<file path="config.mk">
export PLATFORM = sky130hd
export DESIGN_NAME = strip_pixel_router
export DESIGN_NICKNAME = d
export VERILOG_FILES = /design/src/rtl/strip_pixel_router.sv
export SDC_FILE = /design/constraint.sdc
export NUM_CORES = 1
export LEC_CHECK = 0
export ABC_AREA = 1
export BUFFER_PORTS_ARGS = -buffer_cell sky130_fd_sc_hd__buf_2
export CAP_MARGIN = 10
export CORE_MARGIN = 3
export CORE_UTILIZATION = 49
export CTS_BUF_LIST = sky130_fd_sc_hd__clkbuf_8
export DETAILED_ROUTE_END_ITERATION = 8
export GPL_ROUTABILITY_DRIVEN = 0
export PLACE_DENSITY = 0.81
export SYNTH_ARGS = -nofsm -noshare
export SYNTH_HDL_FRONTEND = slang
export SYNTH_SLANG_ARGS = --single-unit
</file>
<file path="constraint.sdc">
create_clock -name pixel_clk_i -period 1.6 [get_ports pixel_clk_i]
set_input_delay 0.08 -clock pixel_clk_i [delete_from_list [all_inputs] [get_ports pixel_clk_i]]
set_output_delay 0.08 -clock pixel_clk_i [all_outputs]
set_load 0.01 [all_outputs]
</file>
<file path="src/rtl/strip_pixel_router.sv">
// rtl/strip_pixel_router.sv - steers a raster pixel stream to per-strip RAM writes
// One registered write per accepted pixel, with frame, short-frame and overflow flags.
module strip_pixel_router #(
  parameter int STRIP_COUNT = 8,
  parameter int LED_COUNT   = 300,
  parameter int SERPENTINE  = 0
) (
  input  logic                   pixel_clk_i,
  input  logic                   rst_i,
  input  logic                   pixel_valid_i,
  input  logic                   pixel_sof_i,
  input  logic [7:0]             pixel_r_i,
  input  logic [7:0]             pixel_g_i,
  input  logic [7:0]             pixel_b_i,
  output logic [7:0]             pixel_r_o,
  output logic [7:0]             pixel_g_o,
  output logic [7:0]             pixel_b_o,
  output logic [8:0]             led_address_o,
  output logic [STRIP_COUNT-1:0] led_address_valid_o,
  output logic                   frame_done_o,
  output logic                   short_frame_o,
  output logic                   overflow_o
);

  localparam logic [8:0] LED_LAST   = 9'(LED_COUNT - 1);
  localparam logic [3:0] STRIP_LAST = 4'(STRIP_COUNT - 1);

  typedef enum logic {WAIT_SOF, ACTIVE} state_t;

  state_t                 state, state_nx;
  logic [8:0]             led_idx, led_nx;
  logic [3:0]             strip_idx, strip_nx;
  logic                   wr;
  logic [8:0]             wr_led;
  logic [3:0]             wr_strip;
  logic [8:0]             wr_addr;
  logic [STRIP_COUNT-1:0] strobe_nx;
  logic                   done_nx, short_nx, ovf_nx;

  always_ff @(posedge pixel_clk_i or posedge rst_i) begin
    if (rst_i) begin
      state     <= WAIT_SOF;
      led_idx   <= '0;
      strip_idx <= '0;
    end else begin
      state     <= state_nx;
      led_idx   <= led_nx;
      strip_idx <= strip_nx;
    end
  end

  always_comb begin
    state_nx = state;
    led_nx   = led_idx;
    strip_nx = strip_idx;
    wr       = 1'b0;
    wr_led   = led_idx;
    wr_strip = strip_idx;
    done_nx  = 1'b0;
    short_nx = 1'b0;
    ovf_nx   = overflow_o;

    if (pixel_valid_i) begin
      if (pixel_sof_i) begin
        // SOF always restarts at (0,0); inside a frame it also reports the truncation
        wr       = 1'b1;
        wr_led   = '0;
        wr_strip = '0;
        ovf_nx   = 1'b0;
        short_nx = (state == ACTIVE);
      end else if (state == ACTIVE) begin
        wr = 1'b1;
      end else begin
        ovf_nx = 1'b1;
      end
    end

    if (wr) begin
      if (wr_strip == STRIP_LAST && wr_led == LED_LAST) begin
        done_nx  = 1'b1;
        led_nx   = '0;
        strip_nx = '0;
        state_nx = WAIT_SOF;
      end else begin
        state_nx = ACTIVE;
        if (wr_led == LED_LAST) begin
          led_nx   = '0;
          strip_nx = wr_strip + 4'd1;
        end else begin
          led_nx   = wr_led + 9'd1;
          strip_nx = wr_strip;
        end
      end
    end

    wr_addr   = (SERPENTINE != 0 && wr_strip[0]) ? (LED_LAST - wr_led) : wr_led;
    strobe_nx = wr ? (STRIP_COUNT'(1) << wr_strip) : '0;
  end

  always_ff @(posedge pixel_clk_i or posedge rst_i) begin
    if (rst_i) begin
      pixel_r_o           <= '0;
      pixel_g_o           <= '0;
      pixel_b_o           <= '0;
      led_address_o       <= '0;
      led_address_valid_o <= '0;
      frame_done_o        <= 1'b0;
      short_frame_o       <= 1'b0;
      overflow_o          <= 1'b0;
    end else begin
      led_address_valid_o <= strobe_nx;
      frame_done_o        <= done_nx;
      short_frame_o       <= short_nx;
      overflow_o          <= ovf_nx;
      if (wr) begin
        pixel_r_o     <= pixel_r_i;
        pixel_g_o     <= pixel_g_i;
        pixel_b_o     <= pixel_b_i;
        led_address_o <= wr_addr;
      end
    end
  end

endmodule
</file>
==> flow_summary.json <==
{
  "outcome": "completed",
  "setup_ws_ns": 0.1101,
  "antenna_left": 0,
  "port_buffers": 71,
  "wl_met1_um": 2423,
  "first_pass_iters": 4,
  "syn_to_final_growth_pct": 38.03,
  "diodes": 0,
  "core_area_mm2": 0.004911,
  "period_share_pct": 93.12,
  "clock_latency_ns": 0.33,
  "rr_endpoint": "strip_idx[2]",
  "fin_setup_tns_ns": 0,
  "cp_max_fo": 3,
  "p_leak_uw": 0.002000,
  "worstSetupPathType": "reg2reg",
  "vdd_drop_max_mv": 0.6858,
  "cts-htree-levels": 3,
  "endpoint_kind": "register",
  "powerDensity_mw_per_mm2": 1083,
  "synth_seq_cells": 58,
  "fin_skew_ns": 0.009020,
  "critPathRequiredTime_ns": 1.82,
  "drt_iter0_markers": 178,
  "synth_warnings": 0,
  "min_path_type": "in2reg",
  "grt_max_degree": 59,
  "setup_viol": 0,
  "drc": 0,
  "boundaryPins": 72,
  "routed_wl_um": 6169,
  "route.met2.wl_um": 3233,
  "clkTransAtPathRegs_ns": 0.06,
  "clock_sinks": 58,
  "tightest_slew_ns": 0.2937,
  "placed_cell_area_mm2": 0.003079,
  "drv_cap": 0,
  "syn-mean-instance-area_um2": 8.477,
  "relSlewSlack_pct": 80.42,
  "timing.rr.start": "strip_idx[1]",
  "reg2regPathDepth": 8,
  "worstSetupEndpoint": "strip_idx[2]",
  "finalCriticalPeriod_ns": 1.490,
  "cp.arrival_ns": 1.71,
  "yosysSeqAreaShare_pct": 55.77,
  "dp_hpwl_um": 3978,
  "clockBufferDepth": 2,
  "overflow": 0,
  "preCtsSetupSlack_ns": 0.05277,
  "numCtsBuffers": 9,
  "netlist_area_mm2": 0.002602,
  "hp-start": "pixel_sof_i",
  "antenna_found_initial": 0,
  "syn_inst": 307,
  "critical_path.startpoint": "strip_idx[1]",
  "wire_per_inst_um": 12.64,
  "first_global_vias": 2379,
  "synthesis.nets": 342,
  "grt_usage_pct": 21.35,
  "via_per_inst": 4.836,
  "rows": 25,
  "drive_above_1_share_pct": 27.79,
  "die_w_um": 78.88,
  "hold_violations": 0,
  "route.met3.wl_um": 411,
  "root_buffer": "clkbuf_8",
  "grt_pass1_wl_um": 10290,
  "maxSlewViolCount": 0,
  "highest_layer": "met4",
  "startpoint_type": "register",
  "max_freq_ghz": 0.6712,
  "fin_nets": 451,
  "synth.distinct_cells": 23,
  "n_fill_cell": 353,
  "vias": 2360,
  "cts_tree": "done",
  "start_util_pct": 52.99,
  "r2r_slack_ns": 0.11,
  "fp.dieArea_mm2": 0.006222,
  "die_y_um": 78.88,
  "finalInstanceArea_mm2": 0.003592
}
where the power goes:
part	switching [uW]	total, uW	internal (uW)
Sequential	100	1700	1600
Combinational	347	611	264
Clock	581	1580	1000
cell usage after synthesis:
cell type | count | area [um2]
a21oi_1 | 1 | 5.000
buf_2 | 5 | 25.02
buf_4 | 1 | 7.510
buf_6 | 3 | 33.78
clkbuf_1 | 1 | 3.750
dfrtp_1 | 58 | 1451
ha_1 | 7 | 87.58
inv_1 | 23 | 86.33
inv_2 | 3 | 11.26
nand2_1 | 141 | 529.3
nand2_2 | 2 | 12.51
nand2_4 | 1 | 11.26
nand3_1 | 16 | 80.08
nand3_2 | 2 | 20.02
nand4_1 | 2 | 12.51
nor2_1 | 13 | 48.80
nor2_2 | 2 | 12.51
nor2_4 | 1 | 11.26
nor3_1 | 6 | 30.03
o21a_1 | 1 | 7.510
o21ai_0 | 14 | 70.07
o21bai_4 | 1 | 18.77
xor2_1 | 3 | 26.28
area by class of cell:
type | instances | area (um2) | share of cell area, %
well taps | 67 | 83.83 | 2.334
multi-input cells | 213 | 1001 | 27.86
inverters | 26 | 97.59 | 2.717
flip-flops and latches | 58 | 1451 | 40.40
repair buffers | 108 | 720.7 | 20.06
clock buffers | 12 | 165.2 | 4.598
clock inverters | 4 | 72.57 | 2.020
through the flow:
| step | hold WS, ns | cells | utilization, % | power, uW |
|---|---|---|---|---|
| 6_report | 0.02570 | 488 | 73.15 | 3892 |
| 5_1_grt | 0.02866 | 488 | 73.15 | 4073 |
| 4_1_cts | 0.01249 | 487 | 72.64 | 3890 |
| 3_5_place_dp | 0.1622 | 446 | 62.70 | 2256 |
| 3_3_place_gp | 0.1565 | 446 | 62.70 | 2234 |
| 2_1_floorplan | 0.1966 | 307 | - | 2023 |
worst max-delay path: stages, from the launching register on:
cell and delay, ns:
dfrtp_1 0.40, nand2_1 0.10, inv_1 0.07, ha_1 0.22
ha_1 0.31, nand2_1 0.07, o21ai_0 0.08, nand2_1 0.07
nand2_1 0.05
placed cells by master, fill, tap and decap left out, drive strengths merged:
| cell | synthesis | final |
|---|---|---|
| clkinvlp | 0 | 1 |
| a21oi | 1 | 1 |
| bufinv | 0 | 2 |
| nand3 | 18 | 18 |
| dlygate4sd3 | 0 | 25 |
| inv | 26 | 26 |
| clkbuf | 1 | 12 |
| o21ai | 14 | 14 |
| buf | 9 | 83 |
| nor3 | 6 | 6 |
| o21bai | 1 | 1 |
| nand4 | 2 | 2 |
| ha | 7 | 7 |
| o21a | 1 | 1 |
| nand2 | 144 | 144 |
| nor2 | 16 | 16 |
| xor2 | 3 | 3 |
| clkinv | 0 | 1 |
| dfrtp | 58 | 58 |
timing repair:
item | 4_1_cts | 5_1_grt
endpoints found under the hold margin | 82 | 0
resized for setup | 0 | 6
buffers inserted | 0 | 1
hold buffers | 25 | 0
setup endpoints to repair | 0 | 10
state kept, by name, indices dropped and copies added (netlist names), 4 cells and up:
name and count:
led_address_o 9, led_idx 9, led_address_valid_o 8, pixel_b_o 8, pixel_g_o 8, pixel_r_o 8, strip_idx 4
worst min path at each step:
stage | end | cells after the start | slack (ns)
floorplan | pixel_b_o[0] | 2 | 0.20
global placement | pixel_g_o[4] | 3 | 0.16
detailed placement | pixel_g_o[1] | 3 | 0.16
CTS | short_frame_o | 3 | 0.01
global route | short_frame_o | 3 | 0.03
finish | short_frame_o | 3 | 0.03
metal layers:
| layer | vias up | global-route usage [%] |
|---|---|---|
| met4 | 0 | 9.622 |
| met2 | 91 | 36.76 |
| li1 | 1162 | - |
| met5 | - | 0 |
| met3 | 11 | 6.122 |
| met1 | 1096 | 24.68 |
logic make-up (layout without fill, tap and decap cells):
group,after synthesis,count (layout),share of synthesized area [%]
flops,58,58,55.77
fa+ha+maj,7,7,3.365
compound gates,17,17,3.894
simple gates,186,186,29.52
xor+xnor,3,3,1.010
buf+inv,36,150,6.442
No activity file was read; power rests on OpenSTA's default activity.
